`config.mk`:
```
export PLATFORM = sky130hd
export DESIGN_NAME = version_stream_tx
export DESIGN_NICKNAME = d
export VERILOG_FILES = /design/src/rtl/version_stream_tx.sv
export SDC_FILE = /design/constraint.sdc
export NUM_CORES = 1
export LEC_CHECK = 0
export CAP_MARGIN = 20
export CORE_MARGIN = 2
export CORE_UTILIZATION = 57
export CTS_CLUSTER_DIAMETER = 120
export DETAILED_ROUTE_END_ITERATION = 12
export PLACE_DENSITY = 0.84
export SLEW_MARGIN = 30
export SYNTH_ARGS = -nofsm -noshare
export SYNTH_HDL_FRONTEND = slang
export SYNTH_SLANG_ARGS = --single-unit
```
`constraint.sdc`:
```
create_clock -name clk -period 3.6 [get_ports clk]
set_input_delay 0.36 -clock clk [delete_from_list [all_inputs] [get_ports clk]]
set_output_delay 0.36 -clock clk [all_outputs]
set_load 0.02 [all_outputs]
```
`src/rtl/version_stream_tx.sv`:
```
// Build-identification record serialiser: frames the version_pkg constants with magic,
// sequence number and checksum, and streams the 16-byte record over valid/ready.

package version_pkg;
    localparam logic [7:0]  MAJOR  = 8'd2;
    localparam logic [7:0]  MINOR  = 8'd7;
    localparam logic [7:0]  PATCH  = 8'd3;
    localparam logic [7:0]  BUILD  = 8'd41;
    localparam logic [15:0] YEAR   = 16'd2024;
    localparam logic [7:0]  MONTH  = 8'd6;
    localparam logic [7:0]  DAY    = 8'd17;
    localparam logic [7:0]  HOUR   = 8'd13;
    localparam logic [7:0]  MINUTE = 8'd45;
    localparam logic [7:0]  SECOND = 8'd9;
endpackage

// state | meaning
// IDLE  | no record in flight, waiting for req or timer tick
// SEND  | presenting beats of the current record; a trigger here is held as pending
module version_stream_tx
    import version_pkg::*;
#(
    parameter int          DATA_W        = 8,
    parameter logic [15:0] MAGIC         = 16'h5652,
    parameter logic [7:0]  USER_ID       = 8'h00,
    parameter int          PERIOD_CYCLES = 0
) (
    input  logic              clk,
    input  logic              rst,
    input  logic              req,
    output logic [DATA_W-1:0] m_data,
    output logic              m_valid,
    input  logic              m_ready,
    output logic              m_last,
    output logic              busy,
    output logic [7:0]        seq
);
    localparam int BPB    = DATA_W / 8;
    localparam int NBEATS = 16 / BPB;
    localparam int BW     = $clog2(NBEATS);
    localparam int TW     = (PERIOD_CYCLES > 1) ? $clog2(PERIOD_CYCLES) : 1;

    if (DATA_W != 8 && DATA_W != 16 && DATA_W != 32) begin : g_bad_width
        $error("version_stream_tx: DATA_W must be 8, 16 or 32");
    end
    if (PERIOD_CYCLES != 0 && PERIOD_CYCLES < 32) begin : g_bad_period
        $error("version_stream_tx: PERIOD_CYCLES must be 0 or >= 32");
    end

    // B0 sits in the least significant byte
    localparam logic [111:0] CONST_BYTES = {USER_ID, SECOND, MINUTE, HOUR, DAY, MONTH,
                                            YEAR[7:0], YEAR[15:8], BUILD, PATCH, MINOR, MAJOR,
                                            MAGIC[15:8], MAGIC[7:0]};

    function automatic logic [7:0] byte_sum(input logic [111:0] v);
        logic [7:0] s;
        s = 8'd0;
        for (int k = 0; k < 14; k++) s = s + v[k*8 +: 8];
        return s;
    endfunction

    localparam logic [7:0] CONST_SUM = byte_sum(CONST_BYTES);

    typedef enum logic {IDLE, SEND} state_t;

    state_t          state_q, state_d;
    logic [BW-1:0]   beat_q, beat_d;
    logic [7:0]      seq_q, seq_d;
    logic [7:0]      nxt_q, nxt_d;
    logic            pending_q, pending_d;
    logic [TW-1:0]   timer_q, timer_d;

    logic            timer_tick, trig, hs, last_beat;
    logic [7:0]      csum;
    logic [127:0]    rec;
    logic [NBEATS-1:0][DATA_W-1:0] rec_beats;

    assign timer_tick = (PERIOD_CYCLES != 0) && (timer_q == TW'(PERIOD_CYCLES - 1));
    assign trig       = req | timer_tick;
    assign hs         = m_valid & m_ready;
    assign last_beat  = (beat_q == BW'(NBEATS - 1));

    assign csum      = 8'd0 - CONST_SUM - seq_q;
    assign rec       = {csum, seq_q, CONST_BYTES};
    assign rec_beats = rec;

    assign m_valid = (state_q == SEND);
    assign m_data  = m_valid ? rec_beats[beat_q] : '0;
    assign m_last  = m_valid & last_beat;
    assign busy    = m_valid | pending_q;
    assign seq     = seq_q;

    always_comb begin
        timer_d = timer_q + TW'(1);
        if (PERIOD_CYCLES == 0 || timer_tick) timer_d = '0;
    end

    always_comb begin
        state_d   = state_q;
        beat_d    = beat_q;
        seq_d     = seq_q;
        nxt_d     = nxt_q;
        pending_d = pending_q;
        unique case (state_q)
            IDLE: begin
                if (trig) begin
                    state_d = SEND;
                    beat_d  = '0;
                    seq_d   = nxt_q;
                    nxt_d   = nxt_q + 8'd1;
                end
            end
            SEND: begin
                if (hs && last_beat) begin
                    beat_d = '0;
                    // back-to-back record; a trigger on this very edge re-arms pending
                    if (pending_q || trig) begin
                        seq_d     = nxt_q;
                        nxt_d     = nxt_q + 8'd1;
                        pending_d = pending_q & trig;
                    end else begin
                        state_d = IDLE;
                    end
                end else begin
                    if (hs)   beat_d    = beat_q + BW'(1);
                    if (trig) pending_d = 1'b1;
                end
            end
            default: state_d = IDLE;
        endcase
    end

    always_ff @(posedge clk or posedge rst) begin
        if (rst) begin
            state_q   <= IDLE;
            beat_q    <= '0;
            seq_q     <= 8'd0;
            nxt_q     <= 8'd0;
            pending_q <= 1'b0;
            timer_q   <= '0;
        end else begin
            state_q   <= state_d;
            beat_q    <= beat_d;
            seq_q     <= seq_d;
            nxt_q     <= nxt_d;
            pending_q <= pending_d;
            timer_q   <= timer_d;
        end
    end
endmodule

```
---- Word-level counts from Yosys, hierarchy flattened ----
Cells that the tools add are included.
W data, S select, Z words.
operators by class
  equal/unequal tests ..................... 6
  reductions and logical operators ........ 6
  add/subtract/negate cells ............... 3
  mux-type cells .......................... 22
  order comparisons ....................... 1
  bitwise operators ....................... 5
operators by type and width
  operator               number
  $mux W8                8
  $bmux W8 S4            1
  $pmux W8 S2            2
  $mux W4                3
  $add A8 B1 Y8 const B  1
  $pmux W4 S2            1
  $sub A8 B8 Y8 const A  1
  $mux W1                6
  $ne A2 B1 Y1 const B   3
  $reduce_and A3 Y1      2
  $lt A4 B5 Y1 const B   1
  $add A4 B1 Y4 const B  1
  $eq A4 B4 Y1 const B   1
  $and A1 B1 Y1          3
  $ne A3 B1 Y1 const B   1
  $ne A2 B2 Y1 const B   1
  $pmux W1 S2            1
  $reduce_and A2 Y1      1
  $reduce_bool A2 Y1     1
  $logic_and A1 B1 Y1    1
  $logic_or A1 B1 Y1     1
  $not A1 Y1             1
  $or A1 B1 Y1           1
storage, ports and cells
  input port bits ......................... 4
  register bits ........................... 22
  output and inout bits ................... 19
  word-level logic and storage cells ...... 48

---- Depth between registers and ports, before layout ----
  word-level depth ........................ 4
  mapped depth ............................ 6
  depth with buffers taken out ............ 6

---- Worst setup path after synthesis ----
OpenSTA, ideal clock, no wires.
  path type ............................... register to output
  start ................................... register seq_q[1], in the netlist seq[1]
  end ..................................... output port m_data[4]
  required time ........................... 3.240 ns
  setup slack ............................. 1.553 ns
  buffers on the path ..................... 0
  stages on the path, launching flop included .. 6
  data arrival time ....................... 1.687 ns
  cells stage by stage .................... dfrtp_1 -> ha_1 -> o21ai_0 -> and3_1 -> or3_1 -> a21oi_1
between the ends
  cells in the longest elaborated chain, start to end .. 4
RTL lines
  item                           RTL line  source
  start, declared                68        logic [7:0] seq_q, seq_d;
  start signal, assigned         144       seq_q <= seq_d;
  $sub A8 B8 Y8                  83        assign csum = 8'd0 - CONST_SUM - seq_q;
  $bmux W8 S4                    88        assign m_data = m_valid ? rec_beats[beat_q] : '0;
  $mux W8 (not written as such)  88
  $mux W8                        88
  end, declared                  31        output logic [DATA_W-1:0] m_data,
Every way passes these cells. The select of a mux whose other input is x is not followed.

---- Worst setup path in the final report ----
  start ................................... register beat_q[0]
  end ..................................... output port m_data[0]
between the ends
  cells in the longest elaborated chain, start to end .. 3
RTL lines
  item                           RTL line  source
  start, declared                67        logic [BW-1:0] beat_q, beat_d;
  start signal, assigned         143       beat_q <= beat_d;
  $bmux W8 S4                    88
  $mux W8 (not written as such)  88
  $mux W8                        88
Every way passes these cells. The select of a mux whose other input is x is not followed.

==> results.md <==
- Syn nets: approximately 160
- Max Buffers Root-to-Sink: 2
- Most frequent cells in the layout: 22 x dfrtp_1, 22 x clkdlybuf4s50_1, 13 x nand2_1
- Syn Area/Cell: ~9.6 sq um
- Largest cells by area after synthesis: dfrtp_1 39%, ha_1 8.8%, mux2_2 7.1%
- Fmax: 325.3 MHz
- CP max FO: 19
- Final Skew: approximately 5.9 ps
- CP startpoint kind: flip-flop
- Min-Delay Path Class: in -> async
- Pins Over Slew Limit: 0
- CTS tree: yes
- Cell-internal power: about 0.66 mW
- Required time of the critical path: approximately 3200 ps
- Power Dens Cells: 664.3 nW/um^2
- Hold WS: 475.5 ps
- Worst vdd ir: approximately 0.00047 V
- Slew HR: 45.78%
- Final Total Pwr: roughly 1.1 mW
- Slowest CP cell: dfrtp_1
- Arrival time at the worst endpoint: ~2700 ps
- Sequential power share: 37.1%
- Post-synthesis sequential area ratio: approximately 39%
- WL final: a little under 3 mm
- Gr usage total: between 20 and 25%
- Maxcap violations: 0
- Final Hold Vio Count: 0
- Yosys top cell by area: dfrtp_1
- Worst r2r path cells: 4
- # setup viols final: 0
- Fin crit period: about 3000 ps
- Row cnt: 18
- First-pass GRT wire length: about 4.7 mm
- Synthesis-to-layout area growth: 18.84%
- Status: completed
- Crit path cell chain: ha_1 -> inv_1 -> mux4_2 -> nor2_1 -> clkdlybuf4s50_1
- WL/cell: 14.71 um
- Ant. Diodes: 0
- Number of global-route vias before repair: 1028
- Fin nets: roughly 180
- Initial detailed-routing violation count: 31
- Clock sink count: 22
- First-pass iteration count of the detailed router: 4
- Worst-margin pin slew: between 800 and 900 ps
- GP Congestion: 0.7752
- Die Span X: roughly 54 um
- Placeable Area: 2432 sq um
- Remaining DRCs: 0
- Clock Power Share: between 10% and 20%
- Placed inst area: approximately 1600 sq um
- Via/cell ratio: between 5 and 6
- Io pins: 23
- Die span in y: ~54 um
- CP max stage delay: about 700 ps
- Cell Area, Synth: 1428 sq um
- Antenna viol nets, final: 0
- Leakage: about 0.74 nW
- Antenna violations before repair: 0
- Finished Cell Area: 1697 sq um
- H-tree depth: 1
- Critical path type: reg -> out
- Fin crit share: between 80% and 90%
- Worst-path clk slew: between 100 and 150 ps
- Vias: roughly 1.1k
- Top cell type's share of synthesized area: 38.56%
- Synth Warn #: 0
- CTS root buf: clkbuf_4
- Combinational power share: between 40 and 50%
- Netlist cell types: 35
- FF+latch count, synth: 22
- Final TNS setup: 0 ps
- Switching share of power: just over 40%
- I/O Buffers: 22
- Clock buffer count from CTS: 3
- Post-CTS sizing: 0
- Cells after Synth: between 100 and 150
- P_sw: approximately 0.46 mW
- Layout cells sized above 1: about a tenth
- Cts hold-fix bufs: 0
- Largest net degree at the start of global routing: 23
- Latest clock arrival within the worst-skew pair: roughly 320 ps
- RSZ-0062 raised after global routing: no
- Starting Density: between 50% and 60%
- Fillers: 194
- Total congestion overflow: 0
- HPWL Detailed: approximately 2.1 mm
- Crit. End Element: output pin
- Die area: around 3000 sq um
- Number of setup buffers added after CTS: 0
## flip-flops by register name, indices dropped and copies added (netlist names)
register,flops
beat_q,4
m_valid,1
nxt_q,8
pending_q,1
seq,8
## synth_stat cells, drive strengths merged
cell / n
and2: 2
a41oi: 1
nor2: 7
and3: 3
inv: 9
a21oi: 10
o22ai: 2
o21ai: 9
mux2i: 1
nand2: 13
nand3: 7
o211a: 1
a31oi: 3
buf: 2
nand4: 5
xor2: 3
o2111ai: 1
nor2b: 1
o31ai: 1
nand3b: 2
dfrtp: 22
a32o: 1
nor3: 2
clkbuf: 6
or3: 1
mux2: 9
or2: 1
xnor2: 9
ha: 10
mux4: 1
a22o: 1
o211ai: 2
## worst max-delay path, delay by kind of cell, from the launching register on
kind	cells	cell delay, ps
buf+inv	2	710
mux	1	460
flops	1	720
simple gates	1	90
fa+ha+maj	1	410
## metrics by stage
stage | setup slack [ps] | cells | util [%]
detailed placement | 928.6 | 192 | 67.59
global placement | 997.1 | 192 | 67.59
finish | 525.6 | 196 | 69.75
floorplan | 1553 | 148 | -
CTS | 547.3 | 196 | 69.75
global route | 399.8 | 196 | 69.75
## cells by family after synthesis
kind of cell | after synthesis | synth area share [%]
compound gates | 32 | 14.46
xor+xnor | 12 | 7.363
fa+ha+maj | 10 | 8.764
buf+inv | 17 | 5.258
flops | 22 | 38.56
mux | 11 | 9.378
simple gates | 44 | 16.21
## layout make-up
type | instances | area, sq um | area share (%)
timing repair buffer | 22 | 220.2 | 12.98
multi-input combinational | 109 | 802.0 | 47.27
inverter | 9 | 33.78 | 1.991
clock buffer | 3 | 22.52 | 1.327
tap | 30 | 37.54 | 2.212
sequential | 22 | 550.5 | 32.45
clock inverter | 1 | 30.03 | 1.770
## routing by layer
metal / up-vias / GRT usage [%] / routed length [um]
met5: - / 0 / 0
met4: 0 / 11.25 / 68
met3: 8 / 2.500 / 111
met2: 30 / 38.01 / 1400
met1: 548 / 28.52 / 1303
li1: 562 / - / -
## worst paths after layout
check                             to  slack [ps]  startpoint
min in group clk            nxt_q[7]         490    nxt_q[7]
max in group asynchronous     seq[3]        2620         rst
max                        m_data[0]         530   beat_q[0]
max reg2reg                   seq[0]        1330   beat_q[0]
min reg2reg                 nxt_q[7]         490    nxt_q[7]
min                          m_valid         480         rst
## power by group through the flow
stage	Sequential (mW)	Clock (mW)	Combinational, mW
6_report	0.418	0.192	0.517
5_1_grt	0.435	0.204	0.572
4_1_cts	0.416	0.198	0.518
3_5_place_dp	0.422	0	0.516
3_3_place_gp	0.414	0	0.504
2_1_floorplan	0.359	0	0.383
Power figures use the tool's default switching activity.
